`config.mk`:
```
export PLATFORM = sky130hd
export DESIGN_NAME = mult_arbiter
export DESIGN_NICKNAME = d
export VERILOG_FILES = /design/src/rtl/mult_arb_pkg.sv /design/src/rtl/rr_arbiter.sv /design/src/rtl/mult_arbiter.sv
export SDC_FILE = /design/constraint.sdc
export NUM_CORES = 1
export LEC_CHECK = 0
export CELL_PAD_IN_SITES_DETAIL_PLACEMENT = 0
export CELL_PAD_IN_SITES_GLOBAL_PLACEMENT = 1
export CORE_UTILIZATION = 33
export DETAILED_ROUTE_END_ITERATION = 10
export MAX_ROUTING_LAYER = met4
export PLACE_DENSITY_LB_ADDON = 0.1
export SLEW_MARGIN = 20
export SYNTH_ARGS = -nofsm -noshare
export SYNTH_HDL_FRONTEND = slang
export SYNTH_SLANG_ARGS = --single-unit
export TNS_END_PERCENT = 10
```
`constraint.sdc`:
```
create_clock -name Clk -period 6.1 [get_ports Clk]
set_input_delay 1.22 -clock Clk [delete_from_list [all_inputs] [get_ports Clk]]
set_output_delay 1.22 -clock Clk [all_outputs]
set_load 0.05 [all_outputs]
```
`src/rtl/mult_arb_pkg.sv`:
```
// Shared types and sizing helpers for the multiplier sequencer/arbiter.
package mult_arb_pkg;

  typedef enum logic [1:0] {
    ARB   = 2'd0,
    START = 2'd1,
    BUSY  = 2'd2,
    RESP  = 2'd3
  } state_t;

  localparam int N_REQ_DEF   = 2;
  localparam int WIDTH_DEF   = 16;
  localparam int TIMEOUT_DEF = 64;

  // Timeout counter must be able to hold the value TIMEOUT itself.
  function automatic int tmr_width(input int timeout);
    return $clog2(timeout + 1);
  endfunction

  // Grant index width; never zero so single-bit vectors stay legal.
  function automatic int idx_width(input int n_req);
    return (n_req > 1) ? $clog2(n_req) : 1;
  endfunction

endpackage

```
`src/rtl/rr_arbiter.sv`:
```
// Combinational round-robin select: first set request at or after ptr,
// searching upward with wrap. Kept generic so other shared units can reuse it.
module rr_arbiter #(
  parameter int N_REQ = 2,
  parameter int IDX_W = 1
) (
  input  logic [N_REQ-1:0] req,
  input  logic [IDX_W-1:0] ptr,
  output logic [N_REQ-1:0] gnt,
  output logic [IDX_W-1:0] idx,
  output logic             any
);

  logic [IDX_W-1:0] cand;

  // Walk the requesters starting at ptr; the first hit wins.
  always_comb begin
    gnt  = '0;
    idx  = '0;
    any  = 1'b0;
    cand = '0;
    for (int i = 0; i < N_REQ; i++) begin
      cand = IDX_W'((int'(ptr) + i) % N_REQ);
      if (!any && req[cand]) begin
        any       = 1'b1;
        gnt[cand] = 1'b1;
        idx       = cand;
      end
    end
  end

endmodule

```
`src/rtl/mult_arbiter.sv`:
```
// Sequencer and round-robin arbiter sharing one sequential multiplier among
// N_REQ requesters, with a per-operation cycle budget.
//
// state | meaning
// ------+-----------------------------------------------------------
// ARB   | wait for Idle=1 and a request; latch winner and operands
// START | hold St high until the multiplier drops Idle
// BUSY  | wait for Done (or budget expiry)
// RESP  | one-cycle Valido/Erro pulse, advance round-robin pointer
module mult_arbiter
  import mult_arb_pkg::*;
#(
  parameter int N_REQ   = N_REQ_DEF,
  parameter int WIDTH   = WIDTH_DEF,
  parameter int TIMEOUT = TIMEOUT_DEF
) (
  input  logic                   Clk,
  input  logic                   Rst,
  input  logic [N_REQ-1:0]       Req,
  input  logic [N_REQ*WIDTH-1:0] OpA,
  input  logic [N_REQ*WIDTH-1:0] OpB,
  output logic [N_REQ-1:0]       Ack,
  output logic [N_REQ-1:0]       Valido,
  output logic [N_REQ-1:0]       Erro,
  output logic [2*WIDTH-1:0]     Resultado,
  output logic                   St,
  output logic [WIDTH-1:0]       Multiplicando,
  output logic [WIDTH-1:0]       Multiplicador,
  input  logic                   Idle,
  input  logic                   Done,
  input  logic [2*WIDTH-1:0]     Produto
);

  localparam int IDX_W = idx_width(N_REQ);
  localparam int CNT_W = tmr_width(TIMEOUT);

  state_t           state;
  logic [IDX_W-1:0] ptr;
  logic [IDX_W-1:0] g;
  logic [CNT_W-1:0] cnt;
  logic [CNT_W-1:0] cnt_nxt;
  logic             expire;

  logic [N_REQ-1:0] gnt;
  logic [IDX_W-1:0] gidx;
  logic             gany;

  rr_arbiter #(
    .N_REQ (N_REQ),
    .IDX_W (IDX_W)
  ) u_rr (
    .req (Req),
    .ptr (ptr),
    .gnt (gnt),
    .idx (gidx),
    .any (gany)
  );

  // Budget counts every START/BUSY cycle; expiry is the edge where it would reach TIMEOUT.
  assign cnt_nxt = cnt + CNT_W'(1);
  assign expire  = (cnt_nxt == CNT_W'(TIMEOUT));

  // Sequencer FSM with registered handshake, operand and result outputs.
  always_ff @(posedge Clk or posedge Rst) begin
    if (Rst) begin
      state         <= ARB;
      ptr           <= '0;
      g             <= '0;
      cnt           <= '0;
      St            <= 1'b0;
      Ack           <= '0;
      Valido        <= '0;
      Erro          <= '0;
      Resultado     <= '0;
      Multiplicando <= '0;
      Multiplicador <= '0;
    end else begin
      Ack    <= '0;
      Valido <= '0;
      Erro   <= '0;
      case (state)
        ARB: begin
          // Idle gate also covers a multiplier still running after timeout or reset.
          if (Idle && gany) begin
            g             <= gidx;
            Multiplicando <= OpA[int'(gidx)*WIDTH +: WIDTH];
            Multiplicador <= OpB[int'(gidx)*WIDTH +: WIDTH];
            Ack           <= gnt;
            St            <= 1'b1;
            cnt           <= '0;
            state         <= START;
          end
        end
        START: begin
          cnt <= cnt_nxt;
          if (expire) begin
            St        <= 1'b0;
            Resultado <= '0;
            Erro[g]   <= 1'b1;
            state     <= RESP;
          end else if (!Idle) begin
            St    <= 1'b0;
            state <= BUSY;
          end
        end
        BUSY: begin
          cnt <= cnt_nxt;
          // Done takes priority over a simultaneous expiry.
          if (Done) begin
            Resultado <= Produto;
            Valido[g] <= 1'b1;
            state     <= RESP;
          end else if (expire) begin
            Resultado <= '0;
            Erro[g]   <= 1'b1;
            state     <= RESP;
          end
        end
        RESP: begin
          ptr   <= (int'(g) == N_REQ - 1) ? '0 : g + IDX_W'(1);
          state <= ARB;
        end
        default: state <= ARB;
      endcase
    end
  end

endmodule
```
==> run summary <==
Dividing the detail-routed via count by the number of cells gives 4.716. Post-synthesis cell type with the largest combined area: dfrtp_1. Global routing finished with a remaining overflow of 0. The run gives 0 as the initial antenna violation count. The flow ran to the end, and the final reports show no timing, DRC or antenna violations. The fraction of power spent switching nets is 0.4756. In the synthesized netlist, the number of instances is 306. Setup repair after global routing left no endpoint under its margin.

The combined flip-flop and latch cell area was 2052 µm². The aggregate negative setup slack is 0 ns. The number of rows in the core area was 37. The share of synthesized cell area in and, or, nand and nor gates is 0.07005. The setup slack after placement came out at 3.005 ns. For hold timing, the worst endpoint is Multiplicador[9]$_DFFE_PP0P_.

On the critical path, the stage with the largest delay is an instance of clkdlybuf4s50_1. In this run the count of I/O pins placed on the die edge is 173. After detailed placement, the total cell area comes to 5393 µm². The share of cells above drive strength 1 was 0.06080; the post-route cell area was 5593 µm².

The deepest clock path buffer count was 2; the half-perimeter wire length after detailed placement was 6768 µm. Minimum setup slack in the final design: 3.332 ns. In the final layout, the multi-input gates occupy 1388 µm². The multiplexer share of the synthesized area came out at 0.1075. Clock-pin slew was measured on the worst setup and hold paths at 0.09 ns.

The highest cell delay on the worst timing path was 0.82 ns. By area the synthesized netlist is led by dfrtp_1 (57%), mux2i_1 (9.8%), a22o_1 (9.1%), o21ai_0 (5.2%), nand2_1 (4.5%). Remaining max-slew budget at the tightest pin: 0.4625. The logs give 2891 for the total via count in the routed design and 0.01151 ns for the final setup skew.

The initial cell density of the core was 0.3429. In the synthesized netlist the dominant register cell turns out to be dfrtp_1. The floorplan step set the die width to 106.0 µm. The number of buffer cells added on primary ports is 172. For this design the static power due to leakage is 2.536 nW.

On the final layout, the worst hold slack is 0.4843 ns. In the layout the commonest cells are clkdlybuf4s50_1 (172), dfrtp_1 (82), nand2_1 (43), a22o_1 (37), o21ai_0 (36). The detail route stage leaves a number of antenna-violating nets equal to 0. The number of cells on the worst reg-to-reg path is 6. The run gives 0.7354 as the last weighted congestion value of the routability-driven placer. Tracing the worst setup path back leads to its startpoint at Resultado[30]$_DFFE_PP0P_.

STA classifies the critical path endpoint as a primary output. The fraction of synthesized cell area taken by the top area cell type works out to 0.5744. The startpoint identified for the worst register-to-register timing path is state[0]$_DFFE_PP0P_.

The slew at the pin closest to its max-slew limit is 0.8045 ns, and the number of sinks on the clock net is 82. The Yosys step of the flow raised 0 warnings. The number of stages on the worst hold path was 2; the ratio of total power to cell area was 533.8 nW/µm². The final critical path time including I/O delays and setup was 2.768 ns; the iteration-0 DRC count of the detailed router was 123. The leading cell type in the layout, fill and taps excluded is clkdlybuf4s50_1. In this run the register-to-register setup slack is 3.64 ns.

The floorplan step defined a die boundary enclosing 11240 µm². The first TritonRoute pass finished after 4 iterations. The run gives 10420 µm² as the floorplan core area. Entering global routing, the biggest net connects 69 pins. The buffer count from post-CTS setup fixing is 0, and the final-layout fill cell count is 939. The logs give 1.55 ns for the data arrival time at the worst-slack endpoint and 3 for the number of levels the H-tree was split into.

The final layout contains routed wiring with a total length of 9497 µm. The first global-routing pass estimated 15270 µm of wire. The area growth from synthesis to layout is 56.57%. Once placement completed, the tool counted placed cells totaling 597.

The remaining routing DRC violations is 0, and the clock network fraction of design power is 0.135. The share of the synthesized netlist area taken by xor and xnor gates came out at 0.002452. The type of the worst min-delay path was flop to flop.

0 antenna diodes ended up in the layout. The logs give 0 for the count of instances resized after the clock tree is built and 9 for the clock buffer count from CTS. Max-cap violations in this run came to 0. The number of nets in the synthesized netlist is 414.

For the number of nets in the finished design, the log shows 580. Launch instance of the worst min-delay path: Multiplicador[9]$_DFFE_PP0P_. The run gives 0.306 as the share of total power in sequential cells. For the combinational share of power, the log shows 0.560. The overall fraction of global-route tracks in use was 0.1779.

The share of the synthesized area in compound gates (AO/OA/AOI/OAI) came out at 0.1842. End-of-flow core utilization: 0.5369. For the worst setup path, the data required time is 4.88 ns.

The maximum operating frequency was 361.2 MHz; the number of buffer and inverter instances along the worst setup path was 1. For the number of hold buffers added after CTS, the log shows 0. The setup-violating endpoint count in the final report is 0. The post-synthesis sequential area ratio was 0.5744; the adder and majority cell fraction of the synthesized area was 0.02102.

In this run the critical register-to-register path is captured at Resultado[24]$_DFFE_PP0P_. Leaving out filler cells and counting taps, the final layout contains 613. The clock reaches the later pin of the worst-skew pair after 0.34 ns. The worst-case IR drop observed on VDD is 0.0003141 V. Clock tree root driver cell: clkbuf_8. The worst setup path is launched from a flop.

The tools report the post-route total power as 2.986 mW. The average size of a mapped cell is 11.67 µm². The fraction of registers with async set/reset came out at 1.000. The synthesized netlist contains 32 unique library cells.

Traced cell by cell, the critical path runs through clkdlybuf4s50_1. The internal power of the cells totals 1.566 mW. TritonCTS built the clock tree.

The register bit count reported by yosys works out to 82. The final critical-path share of the clock period is 0.4538, and the count of final hold-check violations is 0. The height of the die is 106.0 µm. Family with the most delay on the worst path: buffers and inverters. The number of flops mapped to enable cells by yosys came out at 0.

The peak fanout along the critical path was 2. The post-synth design cell area is 3572 µm², and the count of final max-slew check failures is 0. The tools report the switching power as 1.420 mW. The critical path is of the flop to primary output type.

The number of global-route vias before repair was 3096; the per-cell routed wire length was 15.49 µm. By area, the combinational part of the netlist is dominated by compound AO/OA/AOI/OAI gates.
==> flip-flops by register name, summed over array words and instances (netlist names) <==
register	count
cnt	7
Resultado	32
state	2
Multiplicador	16
Ack	2
Valido	2
Erro	2
Multiplicando	16
g	1
St	1
ptr	1
==> power by group through the flow <==
stage	registers (mW)	clock network [mW]	logic, mW
6_report	0.912	0.403	1.67
5_1_grt	0.942	0.436	1.77
4_1_cts	0.914	0.412	1.69
3_5_place_dp	0.913	0	1.69
3_3_place_gp	0.920	0	1.67
2_1_floorplan	1.58	0	0.446
==> cell type report <==
class | instances | share of cell area
Inverter | 8 | 0.005593
Timing Repair Buffer | 176 | 0.3132
Clock buffer | 9 | 0.02215
Clock inverter | 7 | 0.01365
Tap cell | 136 | 0.03043
Multi-Input combinational cell | 195 | 0.2481
Sequential cell | 82 | 0.3669
==> per-layer routing <==
metal	part of all wire	GRT usage	vias up
li1	-	-	1418
met5	0	-	-
met4	0.012	0.05754	0
met3	0.048	0.03679	10
met2	0.48	0.2852	105
met1	0.46	0.2259	1358
==> worst max path at each step <==
stage                                            to  slack (ns)  cells after the start
after floorplan                    Ack[0]$_DFF_PP0_        2.77                      1
after global placement    Resultado[26]$_DFFE_PP0P_        3.06                      5
after detailed placement  Resultado[29]$_DFFE_PP0P_        3.01                      5
after CTS                                        St        3.32                      1
after global routing      Resultado[29]$_DFFE_PP0P_        3.27                      5
final                                 Resultado[30]        3.33                      1
==> synthesized netlist by cell type, drive strengths merged (3+ instances only) <==
master  instances
o21ai          39
mux2i          35
a22o           37
inv             8
nand3           3
mux2            3
buf             9
and3            4
nand2          43
ha              6
a21oi           4
dfrtp          82
clkbuf         12
nor2            6
==> cells by family (layout without fill, tap and decap cells) <==
logic type | after synthesis | in the layout
xor gates and xnor gates | 1 | 1
AOI/OAI and AO/OA | 90 | 90
and+or+nand+nor | 60 | 60
muxes | 38 | 38
DFF | 82 | 82
buffers and inverters | 29 | 200
adders and majority gates | 6 | 6
Power figures use the tool's default switching activity.
